## src/rtl/instr_loader_if.sv

```systemverilog
// instr_loader_if: byte-stream input and instruction-memory write bus of the program loader
interface instr_loader_if #(parameter int ADDR_WIDTH = 8);
  logic [7:0] in_data;
  logic in_valid;
  logic in_ready;
  logic imem_we;
  logic [ADDR_WIDTH-1:0] imem_addr;
  logic [31:0] imem_wdata;
  modport master (output in_data, in_valid, input in_ready, imem_we, imem_addr, imem_wdata);
  modport slave (input in_data, in_valid, output in_ready, imem_we, imem_addr, imem_wdata);
endinterface

```

## src/rtl/instr_loader.sv

```systemverilog
// instr_loader: assembles a length-prefixed big-endian byte stream into imem words, holding the cpu in reset until loaded
module instr_loader #(
  parameter int ADDR_WIDTH = 8
) (
  input  logic clk,
  input  logic reset,
  instr_loader_if.slave bus,
  output logic cpu_reset,
  output logic done,
  output logic error,
  output logic [ADDR_WIDTH:0] words_loaded
);
  localparam logic [16:0] DEPTH = 17'(1) << ADDR_WIDTH;
  typedef enum logic [2:0] {LEN_HI, LEN_LO, DATA, WRITE, RUN, ERR} state_t;
  state_t state_q, state_d;
  logic [15:0] len_q, len_d;
  logic [31:0] word_q, word_d;
  logic [1:0] bidx_q, bidx_d;
  logic [ADDR_WIDTH-1:0] widx_q, widx_d;
  logic [ADDR_WIDTH:0] wl_q, wl_d;
  logic acc;
  assign bus.in_ready = state_q == LEN_HI || state_q == LEN_LO || state_q == DATA;
  assign bus.imem_we = state_q == WRITE;
  assign bus.imem_addr = widx_q;
  assign bus.imem_wdata = word_q;
  assign cpu_reset = state_q != RUN;
  assign done = state_q == RUN;
  assign error = state_q == ERR;
  assign words_loaded = wl_q;
  assign acc = bus.in_valid && bus.in_ready;
  always_comb begin
    state_d = state_q;
    len_d = len_q;
    word_d = word_q;
    bidx_d = bidx_q;
    widx_d = widx_q;
    wl_d = wl_q;
    case (state_q)
      LEN_HI: if (acc) begin
        len_d[15:8] = bus.in_data;
        state_d = LEN_LO;
      end
      LEN_LO: if (acc) begin
        len_d[7:0] = bus.in_data;
        bidx_d = 2'd0;
        widx_d = '0;
        state_d = (len_d == 16'd0 || {1'b0, len_d} > DEPTH) ? ERR : DATA;
      end
      DATA: if (acc) begin
        word_d = {word_q[23:0], bus.in_data};
        bidx_d = bidx_q + 2'd1;
        state_d = bidx_q == 2'd3 ? WRITE : DATA;
      end
      WRITE: begin
        wl_d = wl_q + (ADDR_WIDTH+1)'(1);
        bidx_d = 2'd0;
        if (17'(widx_q) + 17'd1 == {1'b0, len_q}) state_d = RUN;
        else begin
          widx_d = widx_q + ADDR_WIDTH'(1);
          state_d = DATA;
        end
      end
      default: state_d = state_q;
    endcase
  end
  always_ff @(posedge clk or posedge reset) begin
    if (reset) begin
      state_q <= LEN_HI;
      len_q <= '0;
      word_q <= '0;
      bidx_q <= '0;
      widx_q <= '0;
      wl_q <= '0;
    end else begin
      state_q <= state_d;
      len_q <= len_d;
      word_q <= word_d;
      bidx_q <= bidx_d;
      widx_q <= widx_d;
      wl_q <= wl_d;
    end
  end
endmodule

```

## src/flat_wrapper.sv

```systemverilog
// flat-port wrapper written by rule: the top's interface ports become plain ports
module instr_loader_flat 
#(
  parameter int ADDR_WIDTH = 8
)
  (clk, reset, cpu_reset, done, error, words_loaded, bus_in_data, bus_in_valid, bus_in_ready, bus_imem_we, bus_imem_addr, bus_imem_wdata);
  instr_loader_if #(.ADDR_WIDTH(ADDR_WIDTH)) bus_i ();
  input  logic clk;
  input  logic reset;
  output logic cpu_reset;
  output logic done;
  output logic error;
  output logic [ADDR_WIDTH:0] words_loaded;
  input wire logic [$bits(bus_i.in_data)-1:0] bus_in_data;
  input wire logic [$bits(bus_i.in_valid)-1:0] bus_in_valid;
  output wire logic [$bits(bus_i.in_ready)-1:0] bus_in_ready;
  output wire logic [$bits(bus_i.imem_we)-1:0] bus_imem_we;
  output wire logic [$bits(bus_i.imem_addr)-1:0] bus_imem_addr;
  output wire logic [$bits(bus_i.imem_wdata)-1:0] bus_imem_wdata;
  assign bus_i.in_data = bus_in_data;
  assign bus_i.in_valid = bus_in_valid;
  assign bus_in_ready = bus_i.in_ready;
  assign bus_imem_we = bus_i.imem_we;
  assign bus_imem_addr = bus_i.imem_addr;
  assign bus_imem_wdata = bus_i.imem_wdata;
  instr_loader #(.ADDR_WIDTH(ADDR_WIDTH)) u_core (.clk(clk), .reset(reset), .bus(bus_i), .cpu_reset(cpu_reset), .done(done), .error(error), .words_loaded(words_loaded));
endmodule
```

## config.mk

```make
export PLATFORM = sky130hd
export DESIGN_NAME = instr_loader_flat
export DESIGN_NICKNAME = d
export VERILOG_FILES = /design/src/rtl/instr_loader_if.sv /design/src/rtl/instr_loader.sv /design/src/flat_wrapper.sv
export SDC_FILE = /design/constraint.sdc
export NUM_CORES = 1
export LEC_CHECK = 0
export CAP_MARGIN = 5
export CORE_UTILIZATION = 51
export DETAILED_ROUTE_END_ITERATION = 8
export GPL_TIMING_DRIVEN = 0
export MAX_ROUTING_LAYER = met4
export PLACE_DENSITY_LB_ADDON = 0.25
export SLEW_MARGIN = 40
export SYNTH_ARGS = -nofsm -noshare
export SYNTH_HDL_FRONTEND = slang
export SYNTH_SLANG_ARGS = --single-unit
```

## constraint.sdc

```tcl
create_clock -name clk -period 2.89 [get_ports clk]
set_input_delay 0.289 -clock clk [delete_from_list [all_inputs] [get_ports clk]]
set_output_delay 0.289 -clock clk [all_outputs]
set_load 0.02 [all_outputs]
```

==> impl_metrics.env <==
export IMPL_status="completed"
export IMPL_core_um2=6060
export IMPL_min_period_ns=2.63
export IMPL_num_vias=2445
export IMPL_h_tree_depth=3
export IMPL_synth_main_ff_cell="dfrtp_1"
export IMPL_synth_xor_area_share=0.0425
export IMPL_worst_pin_slew_ns=0.768
export IMPL_yosys_warnings=0
export IMPL_place_congestion=0.941
export IMPL_synth_area_leaders="dfrtp_1, mux2_2, xnor2_1"
export IMPL_synth_adder_area_share=0.0114
export IMPL_cts_setup_buffers=0
export IMPL_cts_sinks=70
export IMPL_antenna_found_initial=0
export IMPL_yosys_area_top_type_share=0.532
export IMPL_io_buffers=64
export IMPL_pwr_share_comb=0.279
export IMPL_power_share_sequential=0.441
export IMPL_first_global_vias=2230
export IMPL_areaGrowthSynthToFinish_pct=29.9
export IMPL_path_cells="clkbuf_1 > nor2b_2 > nand2_1 > clkinvlp_4 > clkdlybuf4s50_1"
export IMPL_slowest_stage="clkdlybuf4s50_1"
export IMPL_drt_total_wl_um=7060
export IMPL_drive_gt1_frac=0.234
export IMPL_dp_hpwl_um=4940
export IMPL_insertion_delay_ns=0.35
export IMPL_setup_tns_ns=0
export IMPL_clockBufferDepth=2
export IMPL_drt_iter0_drc=111
export IMPL_finalHoldViolations=0
export IMPL_yosysSeqAreaShare=0.532
export IMPL_r2r_slack_ns=0.42
export IMPL_grt_max_degree=54
export IMPL_critPathLaunch="u_core.state_q[0]"
export IMPL_slew_headroom=0.486
export IMPL_drv_cap=0
export IMPL_fp_row_count=28
export IMPL_synth_compound_area_frac=0.0957
export IMPL_worstSetupPathType="register to primary output"
export IMPL_skew_ns=0.0117
export IMPL_path_clk_slew_ns=0.08
export IMPL_p_per_area_nw_per_um2=695
export IMPL_cts_tree="yes"
export IMPL_viasPerCell=5.69
export IMPL_start_util=0.544
export IMPL_grtUsageTotal=0.230
export IMPL_ant_nets=0
export IMPL_holdWs_ns=0.238
export IMPL_timing_rr_start="u_core.bus.imem_addr[0]"
export IMPL_nets=364
export IMPL_diodes=0
export IMPL_synthCells=275
export IMPL_max_stage_delay_ns=0.67
export IMPL_ys_ff_latch=70
export IMPL_synth_edf_count=0
export IMPL_dieArea_um2=6790
export IMPL_worstSetupEndpointType="primary output"
export IMPL_finalCritPeriodShare=0.912
export IMPL_p_leak_uw=0.00187
export IMPL_io_pins=65
export IMPL_clock_root_buffer="clkbuf_8"
export IMPL_synth_top_family_by_area="multiplexers"
export IMPL_max_freq_mhz=380
export IMPL_peakVddDrop_v=0.000523
export IMPL_critPathMaxFanout=18
export IMPL_min_path_type="input pin to asynchronous set/reset pin"
export IMPL_setup_viol=0
export IMPL_avgSynthCellArea_um2=12.0
export IMPL_internal_power_uw=1990
export IMPL_fp_dieH_um=82.4
export IMPL_dieWidth_um=82.4
export IMPL_report_final_slew_viol_count=0
export IMPL_yosysTopAreaCell="dfrtp_1"
export IMPL_cts_hold_buf=0
export IMPL_drc_errors=0
export IMPL_grt_overflow=0
export IMPL_clkPwrFrac=0.279
export IMPL_required_ns=2.60
export IMPL_first_pass_iters=4
export IMPL_p_sw_frac=0.331
export IMPL_start_kind="register"
export IMPL_grt_pass1_wl_um=11100
export IMPL_numCtsBuffers=9
export IMPL_arrival_ns=2.35
export IMPL_yosys_cell_types_count=52
export IMPL_synth_fp_nets=289
export IMPL_synth_simple_area_share=0.119
export IMPL_worst_r2r_path_depth=6
export IMPL_reg2reg_to="u_core.state_q[2]"
export IMPL_ys_async_sr_fraction=1.00
export IMPL_fill_cells=446
export IMPL_wire_per_inst_um=16.4
export IMPL_p_sw_uw=985
export IMPL_synth_mux_area_frac=0.170
export IMPL_rsz0062_at_grt="false"
export IMPL_synthesis_area_um2=3300
==> sequential cells by signal, summed over array words and instances (netlist names) <==
| register | cells |
|---|---|
| u_core.bidx_q | 2 |
| u_core.bus.imem_addr | 8 |
| u_core.bus.imem_wdata | 32 |
| u_core.len_q | 16 |
| u_core.state_q | 3 |
| u_core.words_loaded | 9 |
==> stage by stage <==
step	util	power [µW]	instances	cell area [µm²]	setup slack [ns]
3_3_place_gp	0.665	2100	414	4030	-0.325
2_1_floorplan	-	1860	275	3300	0.732
4_1_cts	0.705	2980	430	4270	0.156
6_report	0.706	2970	430	4280	0.256
3_5_place_dp	0.672	2150	415	4070	0.260
5_1_grt	0.706	3130	430	4280	0.0873
==> cells in the final DEF, fill, tap and decap left out, drive strengths merged, types with 5 or more instances in the layout <==
master         instances
dfrtp                 70
o21ai                  8
inv                    8
buf                    9
nand3                  7
clkbuf                15
mux2                  48
clkdlybuf4s50         64
xnor2                 11
xor2                   5
nor3                   5
nor2                   6
a21oi                  7
nand2                 20
nand4                  8
==> critical path: cells and delay by family (launching register included) <==
kind                   cells  cell delay (ns)
buffers and inverters      3             1.24
flip-flops                 1             0.33
AND/OR/NAND/NOR            2             0.43
==> power by group through the flow <==
stage	Combinational (µW)	Sequential (µW)	Clock, µW
after floorplan	534	1330	0
after global placement	790	1310	0
after detailed placement	828	1330	0
after CTS	832	1310	843
after global routing	910	1340	882
final	831	1310	830
==> routing by layer <==
layer,routed length (µm),global-route usage
met1,3160,0.306
met2,3470,0.350
met3,313,0.0396
met4,119,0.0947
met5,0,-
==> layout make-up <==
type	instances	area, µm²	area share
repair buffers	65	668	0.156
clock buffers	10	138	0.0322
inverters	8	38.8	0.00906
multi-input cells	183	1460	0.340
well taps	75	93.8	0.0219
clock inverters	6	68.8	0.0161
plain buffers	13	65.1	0.0152
flip-flops and latches	70	1750	0.409
==> how the worst max path moves through the flow <==
stage                              endpoint  slack, ns  depth (start not counted)
floorplan                 u_core.state_q[2]       0.73                          8
global placement    u_core.bus.imem_addr[1]      -0.33                          2
detailed placement              bus_imem_we       0.26                          6
CTS                             bus_imem_we       0.16                          5
global route                    bus_imem_we       0.09                          5
finish                          bus_imem_we       0.26                          5
==> Yosys cell counts, types with 2 or more instances <==
cell type and count:
and2_1 2, a31o_2 4, nand2_1 19, a211oi_1 2, a21oi_1 7, nand4_1 8, xnor2_1 11, o31ai_1 2
and3_1 3, o211ai_1 2, o41ai_1 2, nor4_1 3, xor2_1 5, ha_1 3, nor3_1 5, buf_2 4
mux2i_1 2, nand3_1 7, clkbuf_1 6, inv_1 7, dfrtp_1 70, a31oi_1 2, nand2b_1 2, buf_1 2
o21ai_0 8, mux2_2 48, or4_1 2, nor2_1 6, o21a_1 3, nor2b_1 3, nor3b_1 3, or3_1 2
==> kinds of logic after synthesis <==
family / Yosys count
AO/OA/AOI/OAI: 43
XOR/XNOR: 16
adder cells (fa/ha/maj): 3
buffers and inverters: 22
flip-flops: 70
multiplexers: 50
AND/OR/NAND/NOR: 71
==> repair_timing <==
action,in CTS,in global routing
resized for setup,0,2
gates cloned,0,0
setup endpoints to repair,1,1
No activity file was read; power rests on OpenSTA's default activity.
